**src/rtl/gpio_cfg_loader_pkg.sv**
```systemverilog
// Shared types and constants for the GPIO serial configuration loader.
// Field offsets describe one pad's CFG_W-bit word as it lands in the pad control block.
`ifndef MPRJ_IO_PADS
`define MPRJ_IO_PADS 38
`endif

package gpio_cfg_loader_pkg;

    localparam int CFG_W_DEFAULT = 13;
    localparam int NPADS_DEFAULT = `MPRJ_IO_PADS;

    typedef enum logic [2:0] {
        ST_IDLE     = 3'd0,
        ST_ADDR     = 3'd1,
        ST_CAPT     = 3'd2,
        ST_SHIFT_LO = 3'd3,
        ST_SHIFT_HI = 3'd4,
        ST_LOAD     = 3'd5,
        ST_DONE     = 3'd6
    } loader_state_t;

    // Per-pad configuration word layout (bit offsets within the CFG_W word)
    localparam int CFG_MGMT_EN_BIT     = 0;
    localparam int CFG_OEB_BIT         = 1;
    localparam int CFG_HOLDOVER_BIT    = 2;
    localparam int CFG_INP_DIS_BIT     = 3;
    localparam int CFG_IB_MODE_SEL_BIT = 4;
    localparam int CFG_ANALOG_EN_BIT   = 5;
    localparam int CFG_ANALOG_SEL_BIT  = 6;
    localparam int CFG_ANALOG_POL_BIT  = 7;
    localparam int CFG_SLOW_SEL_BIT    = 8;
    localparam int CFG_VTRIP_SEL_BIT   = 9;
    localparam int CFG_DM_LSB          = 10;
    localparam int CFG_DM_W            = 3;

endpackage

```
**src/rtl/gpio_cfg_phase_timer.sv**
```systemverilog
// Phase timer: o_phase_end marks the last cycle of a serial clock phase (i_div+1 cycles long).
// Divider value is captured on i_load; counter idles at zero whenever i_run is low.
module gpio_cfg_phase_timer #(
    parameter int DIV_W = 4
) (
    input  logic             clock,
    input  logic             resetb,
    input  logic             i_load,
    input  logic [DIV_W-1:0] i_div,
    input  logic             i_run,
    output logic             o_phase_end
);

    logic [DIV_W-1:0] r_div;
    logic [DIV_W-1:0] r_cnt;

    assign o_phase_end = i_run && (r_cnt == r_div);

    always_ff @(posedge clock or negedge resetb) begin
        if (!resetb) begin
            r_div <= '0;
            r_cnt <= '0;
        end else begin
            if (i_load) begin
                r_div <= i_div;
            end
            // Restart at zero on every phase boundary so each level gets the full count
            if (!i_run || o_phase_end) begin
                r_cnt <= '0;
            end else begin
                r_cnt <= r_cnt + 1'b1;
            end
        end
    end

endmodule

```
**src/rtl/gpio_cfg_loader.sv**
```systemverilog
// Walks pads NPADS-1..0, reads each word from the register file and shifts it MSB first, then strobes serial_load.
// Optional GPIO_CFG_LOADER_CLKDIV_EN adds a clkdiv input stretching each serial clock level to clkdiv+1 cycles.
module gpio_cfg_loader
    import gpio_cfg_loader_pkg::*;
#(
    parameter int NPADS = `MPRJ_IO_PADS,
    parameter int CFG_W = CFG_W_DEFAULT
) (
    input  logic                     clock,
    input  logic                     resetb,
    input  logic                     start,
`ifdef GPIO_CFG_LOADER_CLKDIV_EN
    input  logic [3:0]               clkdiv,
`endif
    output logic                     busy,
    output logic                     done,
    output logic [$clog2(NPADS)-1:0] cfg_rd_addr,
    input  logic [CFG_W-1:0]         cfg_rd_data,
    output logic                     serial_clock,
    output logic                     serial_data_out,
    output logic                     serial_load
);

    localparam int AW = $clog2(NPADS);
    localparam int BW = (CFG_W > 1) ? $clog2(CFG_W) : 1;
    localparam logic [AW-1:0] LAST_PAD = AW'(NPADS - 1);
    localparam logic [BW-1:0] LAST_BIT = BW'(CFG_W - 1);

    loader_state_t    r_state;
    loader_state_t    w_next;
    logic [AW-1:0]    r_pad;
    logic [BW-1:0]    r_bit;
    logic [CFG_W-1:0] r_shreg;
    logic             r_busy;
    logic             r_done;
    logic             r_sclk;
    logic             r_sload;
    logic             w_accept;
    logic             w_in_shift;
    logic             w_phase_end;
    logic [3:0]       w_div;

`ifdef GPIO_CFG_LOADER_CLKDIV_EN
    assign w_div = clkdiv;
`else
    assign w_div = 4'd0;
`endif

    assign w_accept   = (r_state == ST_IDLE) && start;
    assign w_in_shift = (r_state == ST_SHIFT_LO) || (r_state == ST_SHIFT_HI);

    gpio_cfg_phase_timer #(
        .DIV_W(4)
    ) u_phase_timer (
        .clock      (clock),
        .resetb     (resetb),
        .i_load     (w_accept),
        .i_div      (w_div),
        .i_run      (w_in_shift),
        .o_phase_end(w_phase_end)
    );

    always_ff @(posedge clock or negedge resetb) begin
        if (!resetb) begin
            r_state <= ST_IDLE;
        end else begin
            r_state <= w_next;
        end
    end

    always_comb begin
        w_next = r_state;
        case (r_state)
            ST_IDLE: begin
                if (start) begin
                    w_next = ST_ADDR;
                end
            end
            ST_ADDR:     w_next = ST_CAPT;
            ST_CAPT:     w_next = ST_SHIFT_LO;
            ST_SHIFT_LO: begin
                if (w_phase_end) begin
                    w_next = ST_SHIFT_HI;
                end
            end
            ST_SHIFT_HI: begin
                if (w_phase_end) begin
                    if (r_bit != '0) begin
                        w_next = ST_SHIFT_LO;
                    end else if (r_pad != '0) begin
                        w_next = ST_ADDR;
                    end else begin
                        w_next = ST_LOAD;
                    end
                end
            end
            ST_LOAD:     w_next = ST_DONE;
            ST_DONE:     w_next = ST_IDLE;
            default:     w_next = ST_IDLE;
        endcase
    end

    // Outputs are registered from the next state so they change cleanly on the clock edge
    always_ff @(posedge clock or negedge resetb) begin
        if (!resetb) begin
            r_busy  <= 1'b0;
            r_done  <= 1'b0;
            r_sclk  <= 1'b0;
            r_sload <= 1'b0;
        end else begin
            r_busy  <= (w_next != ST_IDLE);
            r_done  <= (w_next == ST_DONE);
            r_sclk  <= (w_next == ST_SHIFT_HI);
            r_sload <= (w_next == ST_LOAD);
        end
    end

    always_ff @(posedge clock or negedge resetb) begin
        if (!resetb) begin
            r_pad   <= '0;
            r_bit   <= '0;
            r_shreg <= '0;
        end else begin
            if (w_accept) begin
                r_pad <= LAST_PAD;
            end else if ((r_state == ST_SHIFT_HI) && (w_next == ST_ADDR)) begin
                r_pad <= r_pad - 1'b1;
            end

            if (r_state == ST_CAPT) begin
                r_shreg <= cfg_rd_data;
                r_bit   <= LAST_BIT;
            end else if ((r_state == ST_SHIFT_HI) && (w_next == ST_SHIFT_LO)) begin
                r_shreg <= {r_shreg[CFG_W-2:0], 1'b0};
                r_bit   <= r_bit - 1'b1;
            end
        end
    end

    // The pad index register doubles as the read address, so it holds between reads
    assign cfg_rd_addr     = r_pad;
    assign serial_data_out = r_shreg[CFG_W-1];
    assign serial_clock    = r_sclk;
    assign serial_load     = r_sload;
    assign busy            = r_busy;
    assign done            = r_done;

endmodule
```
**config.mk**
```make
export PLATFORM = sky130hd
export DESIGN_NAME = gpio_cfg_loader
export DESIGN_NICKNAME = d
export VERILOG_FILES = /design/src/rtl/gpio_cfg_loader_pkg.sv /design/src/rtl/gpio_cfg_phase_timer.sv /design/src/rtl/gpio_cfg_loader.sv
export SDC_FILE = /design/constraint.sdc
export NUM_CORES = 1
export LEC_CHECK = 0
export ABC_AREA = 0
export BUFFER_PORTS_ARGS = -buffer_cell sky130_fd_sc_hd__buf_2
export CELL_PAD_IN_SITES_DETAIL_PLACEMENT = 1
export CELL_PAD_IN_SITES_GLOBAL_PLACEMENT = 2
export CORE_MARGIN = 2
export CORE_UTILIZATION = 33
export DETAILED_ROUTE_END_ITERATION = 8
export GPL_TIMING_DRIVEN = 0
export PLACE_DENSITY = 0.78
export SLEW_MARGIN = 20
export SYNTH_ARGS = -nofsm -noshare
export SYNTH_HDL_FRONTEND = slang
export SYNTH_HIERARCHICAL = 1
export SYNTH_SLANG_ARGS = --single-unit
export TNS_END_PERCENT = 100
```
**constraint.sdc**
```tcl
create_clock -name clock -period 2.5 [get_ports clock]
set_input_delay 0.375 -clock clock [delete_from_list [all_inputs] [get_ports clock]]
set_output_delay 0.375 -clock clock [all_outputs]
set_load 0.05 [all_outputs]
```
==> results of run 1 <==
==> critical path, cell delays in order (launching register included) <==
cell      delay [ns]
dfrtp_1         0.38
buf_6           0.14
or3b_4          0.42
o21ai_2         0.11
inv_2           0.08
nor2_4          0.14
mux2_1          0.16
o211ai_1        0.19
nor3_2          0.27
mux2_1          0.34
==> power by group through the flow <==
stage	clock, mW	sequential (mW)	combinational, mW
floorplan	0	1.05	0.558
global placement	0	0.959	0.849
detailed placement	0	0.960	0.872
CTS	0.528	0.955	0.894
global route	0.554	0.983	1.03
finish	0.508	0.953	0.897
==> registers in the layout, summed over array words and instances (netlist names) <==
name	count
u_phase_timer/r_div	4
u_phase_timer/r_cnt	4
r_bit	4
busy	1
done	1
serial_load	1
serial_clock	1
r_state	3
cfg_rd_addr	6
r_shreg	13
==> area by class of cell <==
class	count	area share (%)
clock inverter	3	1.77
buffer	7	1.82
timing repair buffer	27	6.07
multi-input combinational	133	40.3
clock buffer	5	3.03
inverter	7	1.16
tap	72	3.97
sequential	38	41.9
==> path summary, 6_finish.rpt <==
| path | from | to | slack, ns | depth (start not counted) |
|---|---|---|---|---|
| worst min-delay path | resetb | r_bit[1] | 0.20 | 1 |
| worst min register to register | r_shreg[12] | r_shreg[12] | 0.48 | 2 |
| worst max register to register | r_state[1] | cfg_rd_addr[0] | 0.15 | 9 |
| max in group asynchronous | resetb | u_phase_timer/r_cnt[0] | 1.78 | 1 |
| min in group clock | cfg_rd_data[0] | r_shreg[0] | 0.29 | 3 |
| worst max-delay path | r_state[1] | cfg_rd_addr[0] | 0.15 | 9 |
==> per-stage QoR <==
stage / utilization (%) / hold slack [ns] / setup WS [ns] / area [um^2] / std cells
detailed placement: 38.3 / 0.468 / -0.346 / 2110 / 283
global route: 41.2 / 0.256 / -0.0161 / 2270 / 292
finish: 41.2 / 0.195 / 0.154 / 2270 / 292
floorplan: - / 0.0794 / 0.177 / 1890 / 185
CTS: 41.0 / 0.223 / 0.0141 / 2260 / 292
global placement: 38.3 / 0.461 / -0.358 / 2110 / 283
==> kinds of logic after synthesis <==
group                    Yosys count
XOR/XNOR                           8
buffers and inverters             14
other                              1
AND/OR/NAND/NOR                   80
flip-flops                        38
AO/OA/AOI/OAI                     26
adder cells (fa/ha/maj)            5
multiplexers                      10
==> layer usage <==
metal | GRT usage, % | share of wire [%]
met1 | 19.2 | 47
met2 | 22.8 | 48
met3 | 3.51 | 4.0
met4 | 3.62 | 0.62
met5 | 0 | 0
==> cell usage after synthesis (2+ instances only) <==
master     n
and3_1     4
nor4_1     2
mux2i_1    3
or3_1      2
a22oi_1   11
or2_2      2
nor2_1     5
nor3_1     3
mux2_1     3
clkbuf_1   5
a21oi_1    3
xor2_1     3
or4_1      2
o21ai_1    2
nor3b_2    2
o21ai_0    3
ha_1       5
and2_1     2
nand3_1    4
inv_1      7
dfrtp_1   38
or2_1      2
nand2_1   35
mux2_2     4
xnor2_1    4
a31oi_1    2
nor2b_1    4
==> timing repair <==
action,in CTS,in global routing
pin swaps,1,2
buffers inserted,1,0
hold endpoints to repair,0,0
setup endpoints to repair,20,23
resized for setup,8,7
==> impl.org, run 1 <==
** Timing
- Sum Neg Setup Slack :: 0 ns
- Final period demand of the worst path :: 2.35 ns
- Fraction of the cycle the final worst path needs :: 93.8%
- Static timing analysis puts the maximum clock frequency at approximately 0.43 GHz.
- Hold violation count in the final report :: 0
- Pins over their slew limit :: 0
- The clock arrives with between 0.007 and 0.008 ns of skew.
- The worst pin sits at a relative slew slack of between 40% and 50%.
- Setup violations remaining at the end of the flow were counted as 0.
- For the pin with the worst max-slew slack, the measured transition is 0.844 ns.

** CTS
- Maximum number of buffers from clock root to sink :: 2
- Counting every sink on the clock net gives 38.
- Clock latency on the worst-skew pair, taken at its later pin, is between 0.2 and 0.3 ns.
- Post-CTS Hold Fix Bufs :: 0
- TritonCTS created 5 clock buffers.
- In this run the number of H-tree levels came out at 2.
- TritonCTS built the clock tree.
- Clk slew on worst S/H paths :: about 0.080 ns
- Cell chosen for the clock root :: clkbuf_8

** Logic synthesis
- Yosys warns :: 6
- Proportion of synthesized area in mux cells :: about 5.8%
- After technology mapping, the gate count stands at between 150 and 200.
- After synthesis the cells add up to roughly 1900 um^2.
- The synthesized design contains 38 register bits.
- Averaged over all synthesized cells, the footprint is approximately 10 um^2.
- The synthesized netlist devotes a little over 4% of its cell area to XOR and XNOR gates.
- Top-area cell type share of the netlist area :: about half
- Combinational family with the most area after synthesis :: simple AND/OR/NAND/NOR gates
- Number of library cell types mapped by synthesis :: 47
- Yosys mapped a number of flops with a built-in enable equal to 0.
- Among all flip-flop cells after synthesis, the most frequent one is dfrtp_1.
- After Yosys synthesis, and, or, nand and nor cells account for 23.4% of the synthesized area.
- Async set-or-reset flop fraction in the synthesized netlist :: 100%
- Summing the areas of all fa, ha and maj instances in the mapped netlist gives between 3 and 4% of the synthesized area.
- After synthesis, flip-flops and latches occupy 50.6% of the total area.
- Largest cells by area after synthesis :: dfrtp_1, nand2_1, a22oi_1
- dfrtp_1 takes more of the synthesized area than any other cell.
- Compound-gate portion of the synthesized area :: 9.25%

** Layout
- Sequential cell area :: 951 um^2
- The top cell types in the final layout, fill and taps aside, are dfrtp_1, nand2_1, buf_2.
- Area of the multi-input gates :: approximately 910 um^2
- Compared with the post-synthesis result, the final layout area differs by 20.7%.
- Total of fill cells in the finished design :: 638
- Most common library cell in the layout ignoring fill and taps :: dfrtp_1
- Final antenna diode count :: 0
- The final layout contains 240 nets.
- Fraction of layout cells with a size suffix above 1 :: about 28%

** Power
- The internal portion of the total power is about 1.5 mW.
- Net switching is between 30% and 40% of the power.
- In this run the power spent charging and discharging nets is 898 uW.
- Per report_power, the combinational group accounts for between 30% and 40% of the total.
- Summed over all cells, the static leakage comes to around 1.0 nW.
- Registers are responsible for between 40 and 50% of the overall power.
- Summing internal, switching and leakage power gives 2.36 mW.
- Dividing total power by cell area gives a power density of a little over 1000 nW/um^2.
- Per report_power, the clock group accounts for a little over a fifth of the total.
- Worst-case vdd ir drop :: roughly 0.00044 V

** Status
- The run finished with clean final reports.

** Worst setup path
- The worst setup path is captured at a register.
- Signal arrival time at the worst endpoint :: between 2 and 3 ns
- STA classifies the critical path startpoint as a register.
- Req. time, crit path :: between 2 and 3 ns
- Worst setup path category :: reg2reg
- Critical path fanouts, max :: 10

** Detailed routing
- After the first detailed-routing iteration, the DRC count stood at 73.
- Post-route DRC violation count :: 0
- DR vias/cell :: 4.92
- Number of nets still failing antenna checks after routing :: 0
- In the final routed layout, each cell accounts on average for roughly 14 um.
- For this block, the routed nets add up to between 4000 and 5000 um of wire.
- Summing over every cut layer, the via total after detailed routing is 1438.
- Pre-Repair DR Iteration Count :: 4

** Floorplanning
- Die outline area :: about 6300 um^2
- In this run the vertical extent of the chip is a little under 80 um.
- Starting density of the core :: between 30 and 40%
- Die width :: roughly 79 um
- The floorplan has 27 rows.
- The total area inside the core boundary comes to between 5000 and 6000 um^2.
- In this run the count of I/O pins placed on the die edge is 27.

** Global routing
- The first global-routing pass estimated 7030 um of wire.
- Number of global-route vias before repair :: 1427
- Summed over all layers, the global routing overflow is 0.
- In the global route stage, overall resource usage came out at roughly 14%.
- Pin count of the biggest net entering global routing :: 39
- The initial antenna violation count came to 0.

** Place
- RePlAce Congestion :: between 0.7 and 0.8
- In this run the tool buffered the top-level ports with 26 buffer cells.
- HPWL reported at the end of detailed placement :: a little under 3000 um

** Worst hold path
- Class of the worst hold path :: in2async

** Flow run
- Number of violations of the max-capacitance limit :: 0
Note: power is estimated with default switching activity, not from simulation.
==> run 2, diff against run 1 <==
--- a/config.mk
+++ b/config.mk
@@ -14,6 +14,7 @@
 export DETAILED_ROUTE_END_ITERATION = 8
 export GPL_TIMING_DRIVEN = 0
 export PLACE_DENSITY = 0.78
+export RECOVER_POWER = 25
 export SLEW_MARGIN = 20
 export SYNTH_ARGS = -nofsm -noshare
 export SYNTH_HDL_FRONTEND = slang
==> impl.org, run 2 (synthesis gave the netlist of run 1 again) <==
** Status
- Status: finished with violations (was completed).
- Failing checks :: capacitance limit, slew limit

** Layout
- The most common library cell in the layout ignoring fill and taps is dfrtp_1 (unchanged).
- Total of fill cells in the finished design :: 639 (was 638)
- Fraction of the core area covered by cells at the end of the flow :: 41.2% (about the same)
- Layout Area Growth over Synthesis :: 20.6% (was 20.7%)
- Sequential cell area :: 951 um^2 (unchanged)
- Register with the most flip-flops :: r_shreg (unchanged)
- The diode insertion count for antenna repair was 0 (unchanged).
- Nets :: 240 (unchanged)
- The fraction of final layout cells with drive strength greater than 1 was 27.3% (was 27.7%).
- Most used cells in the layout excluding fill and tap cells :: dfrtp_1, nand2_1, buf_2 (unchanged)
- Flip-flop count of the largest register after layout :: 13 (unchanged)
- The multi-input combinational cell area came to 913 um^2 (unchanged).
- The number of standard cells in the final layout excluding fillers came to 292 (unchanged).

** Detailed routing
- Pre-Repair DR Iteration Count :: 4 (unchanged)
- Post-route DRC violation count :: 0 (unchanged)
- The wire length per cell was 13.7 um (about the same).
- Vias :: 1438 (unchanged)
- The overall routed net length was 4010 um (about the same).
- The number of routed nets with antenna violations came to 0 (unchanged).
- Drt first-iter violations :: 73 (unchanged)
- DR vias/cell :: 4.92 (unchanged)

** CTS
- The clock-pin slew on the worst setup and hold paths is 0.08 ns (about the same).
- Worst skew pair latency :: 0.28 ns (about the same)
- TritonCTS sink count :: 38 (unchanged)
- The clock tree from TritonCTS was built (unchanged).
- The maximum number of buffers from clock root to sink was 2 (unchanged).
- Num CTS Buffers :: 5 (unchanged)
- Number of H-tree branching levels :: 2 (unchanged)
- Cell chosen for the clock root :: clkbuf_8 (unchanged)
- The hold buffer count at CTS is 0 (unchanged).

** Place
- Number of instances in the placed design :: 283 (unchanged)
- The count of buffers inserted at the top-level ports was 26 (unchanged).
- The worst setup timing slack at the placement stage is -0.346 ns (unchanged).
- The global placement routability congestion is 0.712 (unchanged).
- The total half-perimeter wirelength after legalization and detailed placement came to 2900 um (unchanged).

** Power
- Final Power :: 2.36 mW (about the same)
- The worst IR drop on VDD came to 0.000444 V (about the same).
- Total power per unit cell area :: 1040 nW/um^2 (about the same)
- Leakage power figure :: 1.04 nW (was 1.05 nW)

** Worst setup path
- Signal arrival time at the worst endpoint :: 2.51 ns (about the same)
- The nature of the critical path endpoint was a register (unchanged).
- Req. time, crit path :: 2.67 ns (about the same)
- Largest incremental delay on the critical path :: 0.42 ns (about the same)
- Slowest CP cell :: or3b_4 (unchanged)
- The largest fanout of any net on the critical path was 10 (unchanged).
- The worst reg-to-reg path cell count is 9 (unchanged).
- The cell with the most instances on the worst path is mux2_1 (unchanged).
- The kind of start point of the critical path is a register (unchanged).
- The kind of critical path was reg2reg (unchanged).
- Cell breakdown of the critical path: buf_6 > or3b_4 > o21ai_2 > inv_2 > nor2_4 > mux2_1 > o211ai_1 > nor3_2 > mux2_1 (unchanged).

** Global routing
- The overall fraction of global-route tracks in use came to 14.2% (unchanged).
- The total overflow reported by the global router was 0 (unchanged).
- The first-pass GRT wire length is 7030 um (unchanged).
- The met3 routing resource usage after global routing is 3.51% (unchanged).
- The highest-utilization routing layer at the global route stage is met2 (unchanged).
- The met2 demand-to-capacity share in global routing is 22.8% (unchanged).
- The initial antenna violation count came to 0 (unchanged).
- The global routing met1 resource utilization is 19.2% (unchanged).
- The largest net degree at the start of global routing came to 39 (unchanged).
- Number of global-route vias before repair :: 1427 (unchanged)

** Floorplanning
- The number of placed I/O pins was 27 (unchanged).
- The vertical die dimension was 79.5 um (unchanged).
- Core box area :: 5510 um^2 (unchanged)
- The horizontal extent of the die was 79.5 um (unchanged).
- The total die area was 6310 um^2 (unchanged).
- Number of core rows :: 27 (unchanged)
- The effective utilization at floorplan came to 34.1% (unchanged).

** Timing
- Post-layout worst setup margin :: 0.154 ns (unchanged)
- Final period demand of the worst path :: 2.35 ns (unchanged)
- Final setup viols :: 0 (unchanged)
- Fraction of the cycle the final worst path needs :: 93.8% (unchanged)
- The setup skew after layout came to 0.00743 ns (unchanged).
- Relative max-transition margin :: -34.5% (was 43.7%)
- Achievable clock frequency :: 0.426 GHz (unchanged)
- Hold violation count in the final report :: 0 (unchanged)
- Least-Margin Pin Slew :: 2.02 ns (was 0.844 ns)
- The final count of pins violating max slew was 39 (was 0).

** Worst hold path
- The worst min-delay path category is in2reg (was in2async).
- The worst hold path was traced through 3 stages.

** Flow run
- The number of violations of the max-capacitance limit came to 1 (was 0).
## run 2: cell count changes in the layout (fill, tap and decap cells not counted)
cell,before,now
clkbuf_1,2,3
buf_2,27,26
## run 2: layer usage
metal  wire (um)  up-vias
met2        1930       25
met5           0        -
met3         160        2
li1            -      693
met4          25        0
met1        1890      718
## run 2: what timing repair did
item                       4_1_cts  5_1_grt
pin swaps                        1        2
setup endpoints to repair       20       23
resized for setup                8        7
buffers inserted                 1        0
## run 2: layout make-up
cell class	instances	area share [%]
Inverter	7	1.16
Tap cell	72	3.97
Clock buffer	5	3.04
Clock inverter	3	1.77
Buffer	7	1.82
Timing Repair Buffer	27	6.02
Multi-Input combinational cell	133	40.3
Sequential cell	38	41.9
## run 2: final timing paths
path,end,startpoint,slack [ns]
worst min register to register,r_shreg[12],r_shreg[12],0.48
min in group asynchronous,cfg_rd_addr[1],resetb,0.66
worst max-delay path,cfg_rd_addr[0],r_state[1],0.15
max in group asynchronous,u_phase_timer/r_cnt[0],resetb,0.69
worst max register to register,cfg_rd_addr[0],r_state[1],0.15
worst min-delay path,r_shreg[0],cfg_rd_data[0],0.29
## run 2: stage by stage
| stage | instance area (um^2) | hold WS, ns | setup TNS [ns] |
|---|---|---|---|
| final | 2270 | 0.293 | 0 |
| after detailed placement | 2110 | 0.468 | -4.19 |
| after global routing | 2270 | 0.311 | -0.0273 |
| after global placement | 2110 | 0.461 | -4.18 |
| after floorplan | 1890 | 0.0794 | 0 |
| after CTS | 2260 | 0.223 | 0 |
## run 2: report_power, final
group          internal (mW)  total (mW)  switching [mW]
registers              0.816       0.954           0.137
logic                  0.350       0.897           0.547
clock network          0.294       0.508           0.214
## run 2: worst max-delay path: cells and delay by family, from the launching register on
| family | cells | cell delay (ns) |
|---|---|---|
| mux | 2 | 0.50 |
| compound gates | 2 | 0.30 |
| buf+inv | 2 | 0.22 |
| simple gates | 3 | 0.83 |
| flops | 1 | 0.38 |
